===== src/rtl/t_ff_counter_sequencer.sv =====
`default_nettype none
// ============================================================================
//  Module      : t_ff_counter_sequencer
//  Description : Sequences a bank of WIDTH toggle flip-flops as a modulo
//                up/down counter.
//
//                The bank (Count_Out) changes only through the toggle vector:
//                Count_Out <= Count_Out ^ T_Vec_Out.
//
//                A five-state FSM handles the control sequence:
//                IDLE -> LOAD -> RUN <-> PAUSE, and RUN -> DONE (one-shot).
//
//  Ports       :
//    Clk_In      - clock, rising edge
//    Reset_In    - asynchronous active-low reset
//    Start_In    - start from IDLE/DONE, resume from PAUSE
//    Stop_In     - pause from RUN, abort from PAUSE
//    Dir_In      - 1 = up, 0 = down (sampled on start)
//    One_Shot_In - stop after the first wrap (sampled on start)
//    Limit_In    - terminal value (sampled on start)
//    Count_Out   - T flip-flop bank state
//    T_Vec_Out   - toggle vector applied at the next edge (combinational)
//    Busy_Out    - high in LOAD, RUN, PAUSE
//    Tc_Out      - one-cycle pulse while the bank shows a wrapped value
//    Done_Out    - high while in DONE
//  Revision    : 1.0 - initial release
// ============================================================================
module t_ff_counter_sequencer #(
    parameter int WIDTH = 4
) (
    input  logic             Clk_In,
    input  logic             Reset_In,
    input  logic             Start_In,
    input  logic             Stop_In,
    input  logic             Dir_In,
    input  logic             One_Shot_In,
    input  logic [WIDTH-1:0] Limit_In,
    output logic [WIDTH-1:0] Count_Out,
    output logic [WIDTH-1:0] T_Vec_Out,
    output logic             Busy_Out,
    output logic             Tc_Out,
    output logic             Done_Out
);

    typedef enum logic [2:0] {
        ST_IDLE  = 3'd0,
        ST_LOAD  = 3'd1,
        ST_RUN   = 3'd2,
        ST_PAUSE = 3'd3,
        ST_DONE  = 3'd4
    } state_t;

    state_t           r_state;
    state_t           w_state_nxt;
    logic [WIDTH-1:0] r_count;
    logic [WIDTH-1:0] r_limit;
    logic             r_dir;
    logic             r_one_shot;
    logic             r_tc;

    logic [WIDTH-1:0] w_t_vec;
    logic [WIDTH-1:0] w_up_step;
    logic [WIDTH-1:0] w_dn_step;
    logic [WIDTH-1:0] w_step;
    logic [WIDTH-1:0] w_init;
    logic             w_wrap;
    logic             w_sample;
    logic             w_tc_set;

    // Ripple toggle pattern of a binary counter: bit i toggles when all
    // lower bits are 1 (up) or all lower bits are 0 (down).
    assign w_up_step[0] = 1'b1;
    assign w_dn_step[0] = 1'b1;
    for (genvar i = 1; i < WIDTH; i++) begin : g_step
        assign w_up_step[i] = &r_count[i-1:0];
        assign w_dn_step[i] = ~|r_count[i-1:0];
    end

    // Wrap: up reaches the limit and toggles every set bit to land on 0;
    // down reaches 0 and toggles the limit bits to land on the limit.
    assign w_wrap = r_dir ? (r_count == r_limit) : (r_count == '0);
    assign w_step = w_wrap ? (r_dir ? r_count : r_limit)
                           : (r_dir ? w_up_step : w_dn_step);
    assign w_init = r_dir ? '0 : r_limit;

    always_comb begin
        w_state_nxt = r_state;
        w_t_vec     = '0;
        w_sample    = 1'b0;
        w_tc_set    = 1'b0;
        case (r_state)
            ST_IDLE: begin
                if (Start_In) begin
                    w_state_nxt = ST_LOAD;
                    w_sample    = 1'b1;
                end
            end
            ST_LOAD: begin
                // Toggle exactly the bits that differ from the start value.
                w_t_vec     = r_count ^ w_init;
                w_state_nxt = ST_RUN;
            end
            ST_RUN: begin
                if (Stop_In) begin
                    w_state_nxt = ST_PAUSE;
                end else begin
                    w_t_vec  = w_step;
                    w_tc_set = w_wrap;
                    if (w_wrap && r_one_shot) begin
                        w_state_nxt = ST_DONE;
                    end
                end
            end
            ST_PAUSE: begin
                if (Stop_In) begin
                    w_state_nxt = ST_IDLE;
                end else if (Start_In) begin
                    w_state_nxt = ST_RUN;
                end
            end
            ST_DONE: begin
                if (Start_In) begin
                    w_state_nxt = ST_LOAD;
                    w_sample    = 1'b1;
                end
            end
            default: begin
                w_state_nxt = ST_IDLE;
            end
        endcase
    end

    always_ff @(posedge Clk_In or negedge Reset_In) begin
        if (!Reset_In) begin
            r_state    <= ST_IDLE;
            r_count    <= '0;
            r_limit    <= '0;
            r_dir      <= 1'b0;
            r_one_shot <= 1'b0;
            r_tc       <= 1'b0;
        end else begin
            r_state <= w_state_nxt;
            r_count <= r_count ^ w_t_vec;
            r_tc    <= w_tc_set;
            if (w_sample) begin
                r_limit    <= Limit_In;
                r_dir      <= Dir_In;
                r_one_shot <= One_Shot_In;
            end
        end
    end

    assign Count_Out = r_count;
    assign T_Vec_Out = w_t_vec;
    assign Busy_Out  = (r_state == ST_LOAD) || (r_state == ST_RUN) ||
                       (r_state == ST_PAUSE);
    assign Tc_Out    = r_tc;
    assign Done_Out  = (r_state == ST_DONE);

endmodule
`default_nettype wire


===== config.mk =====
export PLATFORM = sky130hd
export DESIGN_NAME = t_ff_counter_sequencer
export DESIGN_NICKNAME = d
export VERILOG_FILES = /design/src/rtl/t_ff_counter_sequencer.sv
export SDC_FILE = /design/constraint.sdc
export NUM_CORES = 1
export LEC_CHECK = 0
export CAP_MARGIN = 20
export CORE_AREA = 2 2 65 67
export CTS_BUF_LIST = sky130_fd_sc_hd__clkbuf_4 sky130_fd_sc_hd__clkbuf_8 sky130_fd_sc_hd__clkbuf_16
export DETAILED_ROUTE_END_ITERATION = 8
export DIE_AREA = 0 0 67 69
export SETUP_SLACK_MARGIN = 0.2
export SYNTH_ARGS = -nofsm -noshare
export SYNTH_HDL_FRONTEND = slang
export SYNTH_SLANG_ARGS = --single-unit

===== constraint.sdc =====
create_clock -name Clk_In -period 6.44 [get_ports Clk_In]
set_input_delay 1.61 -clock Clk_In [delete_from_list [all_inputs] [get_ports Clk_In]]
set_output_delay 1.61 -clock Clk_In [all_outputs]
set_load 0.005 [all_outputs]

* Word level (Yosys, flattened, before mapping)
Cells that the tools add are included.
** Storage, ports and cells
- Bits in registers :: 14
- Input bits :: 10
- Output and inout port bits :: 11
** Operators by class
- Equal/unequal tests :: 8
- Mux-type cells :: 17
- Bitwise operators :: 2
- Reduce and logical (&&, ||, !) cells :: 14
** Operators with widths (number)
- $mux W4 :: 5
- $mux W3 :: 5
- $pmux W3 S4 :: 1
- $pmux W4 S2 :: 1
- $xor A4 B4 Y4 :: 2
- $eq A3 B2 Y1 const B :: 2
- $ne A3 B3 Y1 const B :: 2
- $reduce_and A3 Y1 :: 2
- $mux W1 :: 5
- $eq A4 B4 Y1 :: 1
- $logic_not A4 Y1 :: 1
- $reduce_or A2 Y1 :: 2
- $eq A3 B1 Y1 const B :: 1
- $eq A3 B3 Y1 const B :: 1
- $logic_not A1 Y1 :: 3
- $logic_not A3 Y1 :: 1
- $reduce_or A3 Y1 :: 1
- $logic_or A1 B1 Y1 :: 2
- $ne A2 B1 Y1 const B :: 1
- $reduce_and A2 Y1 :: 1
- $logic_and A1 B1 Y1 :: 1

* Longest topological paths before layout
- Depth in word-level cells :: 7
- Depth in mapped cells :: 7
- Mapped depth without buffers :: 5

* Least setup slack after synthesis
No wires, ideal clock.
- Path kind :: input -> output
- Start point :: input Stop_In
- End point :: output T_Vec_Out[3]
- Data arrival time :: 2720 ps
- Required time :: 4830 ps
- Slack :: 2110 ps
- Stages :: 5
- Cells stage by stage :: or4b_1 > buf_2 > a211oi_2 > nand2_1 > a31oi_1
** On the way
- Word-level cells in the longest chain between the ends :: 2
** Ends and longest elaborated chain
- start: declaration :: line 34 : input logic Stop_In,
- $mux W4 :: line 104 : if (Stop_In) begin
- $pmux W4 S2 :: line 91 : case (r_state)
- end: declaration :: line 39 : output logic [WIDTH-1:0] T_Vec_Out,
Every way passes these cells.

* Worst setup path in the final report
Ends and elaborated chain as after synthesis.

==> run metrics <==
clk_lat worst skew=0.25 ns; Reg clk slew, reported paths=0.07 ns; relative slew slack=0.5266; CTS root buf=clkbuf_8; vias in the first global route=1,023; TritonCTS clock tree=yes; CP Class=primary input to output port; Final Instance Area=0.001380 mm2; CP Data Required Time=4.83 ns; critical path endpoint category=output port; Vias/cell=5.447; gr ovfl total=0; drt total wl=2.900 mm; min-delay src=r_one_shot$_DFFE_PN0P_; worst-case clock skew=0.006689 ns; Startpoint Class=primary input; area of the core=0.003914 mm2; Pre-antenna DRT Iters=4; n_diodes=0; # IOs=21; Post-CTS Hold Buffers=0; WL/cell=14.57 um; Setup Total Neg Slack=0 ns; die area=0.004623 mm2; Worst-Margin Slew=0.7079 ns; outcome=finished clean; largest net degree at the start of global routing=22; Clock Path Buffers=2; Hold Crit Endpoint=r_one_shot$_DFFE_PN0P_; global-route wire length before repair=4.733 mm; largest cells by area after synthesis=dfrtp_1 (31%), mux2_2 (4.9%), a21oi_1 (3.9%), nand2_1 (3.9%), nor2_1 (3.9%); Gate Count Post-Synth=136; routed vias=1,084; final setup fails=0; predominant post-synthesis flop cell=dfrtp_1; Die W=67 um; row cnt=23; min cycle time layout=5.634 ns; Hold/Removal Path Class=register to register; mapped cell area=0.001146 mm2; asr flop ratio synth=1.000; fin nets=160; pins over their slew limit=0; reg2reg end=Count_Out[1]$_DFF_PN0_; antenna viol nets, final=0; RSZ-0062 raised after global routing=false; leakage power=0.5270 nW; reg2reg setup slack=4.37 ns; # DRC=0; EDFF count, synth=0; max frequency=0.1775 GHz; total of cells resized after clock tree synthesis=0; Hold Fails Final Rpt=0; Syn Area/Cell=8.427 um2; layout cells sized above 1=0.1141; PD cells=498.1 mW/mm2; worst r2r src=Count_Out[0]$_DFF_PN0_; syn nets=146; IO buf count=20; Starting Density=0.2928; chip height=69 um; fin crit share=0.8749; DP HPWL=2.091 mm; DRT iter0 DRCs=54; Syn-to-layout area delta=20.41%; crit-path max FO=8; Clock Sinks=14; placed cell area=0.001325 mm2; antenna violations before repair=0; VDD IR max=0.0001871 V; YS warnings=0; Yosys top cell by area=dfrtp_1; gpl congestion=0.8302; post-layout util=0.3526; htree depth=1; worst path arrival time=4.02 ns; TritonCTS buffer count=3; Total GRT Usage=0.1325; Yosys top cell area share=0.3057; R2R cell count=5; Hold Crit Depth=1; register area share after synthesis=0.3057; #FFs+latches synth=14; buffer count from post-CTS setup fixing=0; distinct cell type count after synthesis=46; max-cap violations=0
==> area by class of cell <==
class	instances	area [um2]
sequential	14	350.3
multi-input combinational	105	689.4
clock buffer	4	55.05
fill	422	2534
tap	50	62.56
timing repair buffer	20	200.2
inverter	6	22.52
==> state kept, by name, indices dropped and copies added, names as in the netlist <==
register,flops
r_dir,1
Tc_Out,1
Count_Out,4
r_limit,4
r_one_shot,1
r_state,3
==> logic make-up (layout without fill, tap and decap cells) <==
kind of cell	after synthesis	count (layout)	share of synthesized area
flip-flops	14	14	0.3057
AND/OR/NAND/NOR	55	55	0.2784
AO/OA/AOI/OAI	40	40	0.2358
multiplexers	5	5	0.04912
XOR/XNOR	5	5	0.03821
buffers and inverters	17	30	0.09279
==> placed cells by master, fill, tap and decap left out, types with 2 or more instances in the layout <==
cell type,count
clkdlybuf4s50_1,20
dfrtp_1,14
nor2_1,12
nand2_1,12
a21oi_1,9
inv_1,6
o21ai_0,6
nand3_1,6
xnor2_1,5
a31oi_1,5
mux2_2,5
clkbuf_8,4
nor3_1,3
and3_1,3
o22ai_1,3
or3_1,3
a32oi_1,2
nand4_1,2
o211ai_1,2
a2111oi_0,2
o21ai_1,2
==> metal layers <==
layer | global-route usage | vias to the layer above | wire length (um)
li1 | - | 531 | -
met1 | 0.1740 | 505 | 1261
met2 | 0.2079 | 44 | 1405
met3 | 0.02284 | 4 | 189
met4 | 0.06122 | 0 | 44
met5 | 0 | - | 0
==> through the flow <==
step                total power, mW  cells  setup slack (ns)  hold WS, ns
finish                       0.6874    199            0.8058       0.5285
global route                 0.7476    199            0.6679       0.5753
CTS                          0.6868    199            0.8249       0.5354
detailed placement           0.5929    195            0.8634       0.5194
global placement             0.5795    195            0.8968       0.5235
floorplan                    0.4957    136             2.110       0.4953
==> synthesized netlist by cell type, types with 2 or more instances <==
cell	instances
nand2_1	12
and3_1	3
a31oi_1	5
nor2_1	12
xnor2_1	5
o21ai_1	2
o21ai_0	6
buf_4	3
mux2_2	5
buf_2	4
o211ai_1	2
inv_1	6
nand4_1	2
buf_6	3
a2111oi_0	2
nand3_1	6
o22ai_1	3
a21oi_1	9
or3_1	3
a32oi_1	2
nor3_1	3
dfrtp_1	14
==> where the power goes <==
part	internal [mW]	leakage (nW)	total, mW	switching (mW)
Clock	0.0542	0.0288	0.0894	0.0352
Sequential	0.126	0.171	0.233	0.108
Combinational	0.191	0.328	0.365	0.173
==> critical path, cell delays in order <==
cell and delay [ns]:
clkdlybuf4s50_1 0.55, or4b_1 0.74, a211oi_2 0.27, nand2_1 0.11
a31oi_1 0.20, clkdlybuf4s50_1 0.53
==> how the worst max path moves through the flow <==
stage	from	slack, ns	cells after the start	to
final	Stop_In	0.81	6	T_Vec_Out[3]
after CTS	Stop_In	0.82	6	T_Vec_Out[3]
after global routing	Stop_In	0.67	6	T_Vec_Out[3]
after floorplan	Stop_In	2.11	5	T_Vec_Out[3]
after detailed placement	Stop_In	0.86	6	T_Vec_Out[3]
after global placement	Stop_In	0.90	6	T_Vec_Out[3]
(Power assumes the default switching activity.)
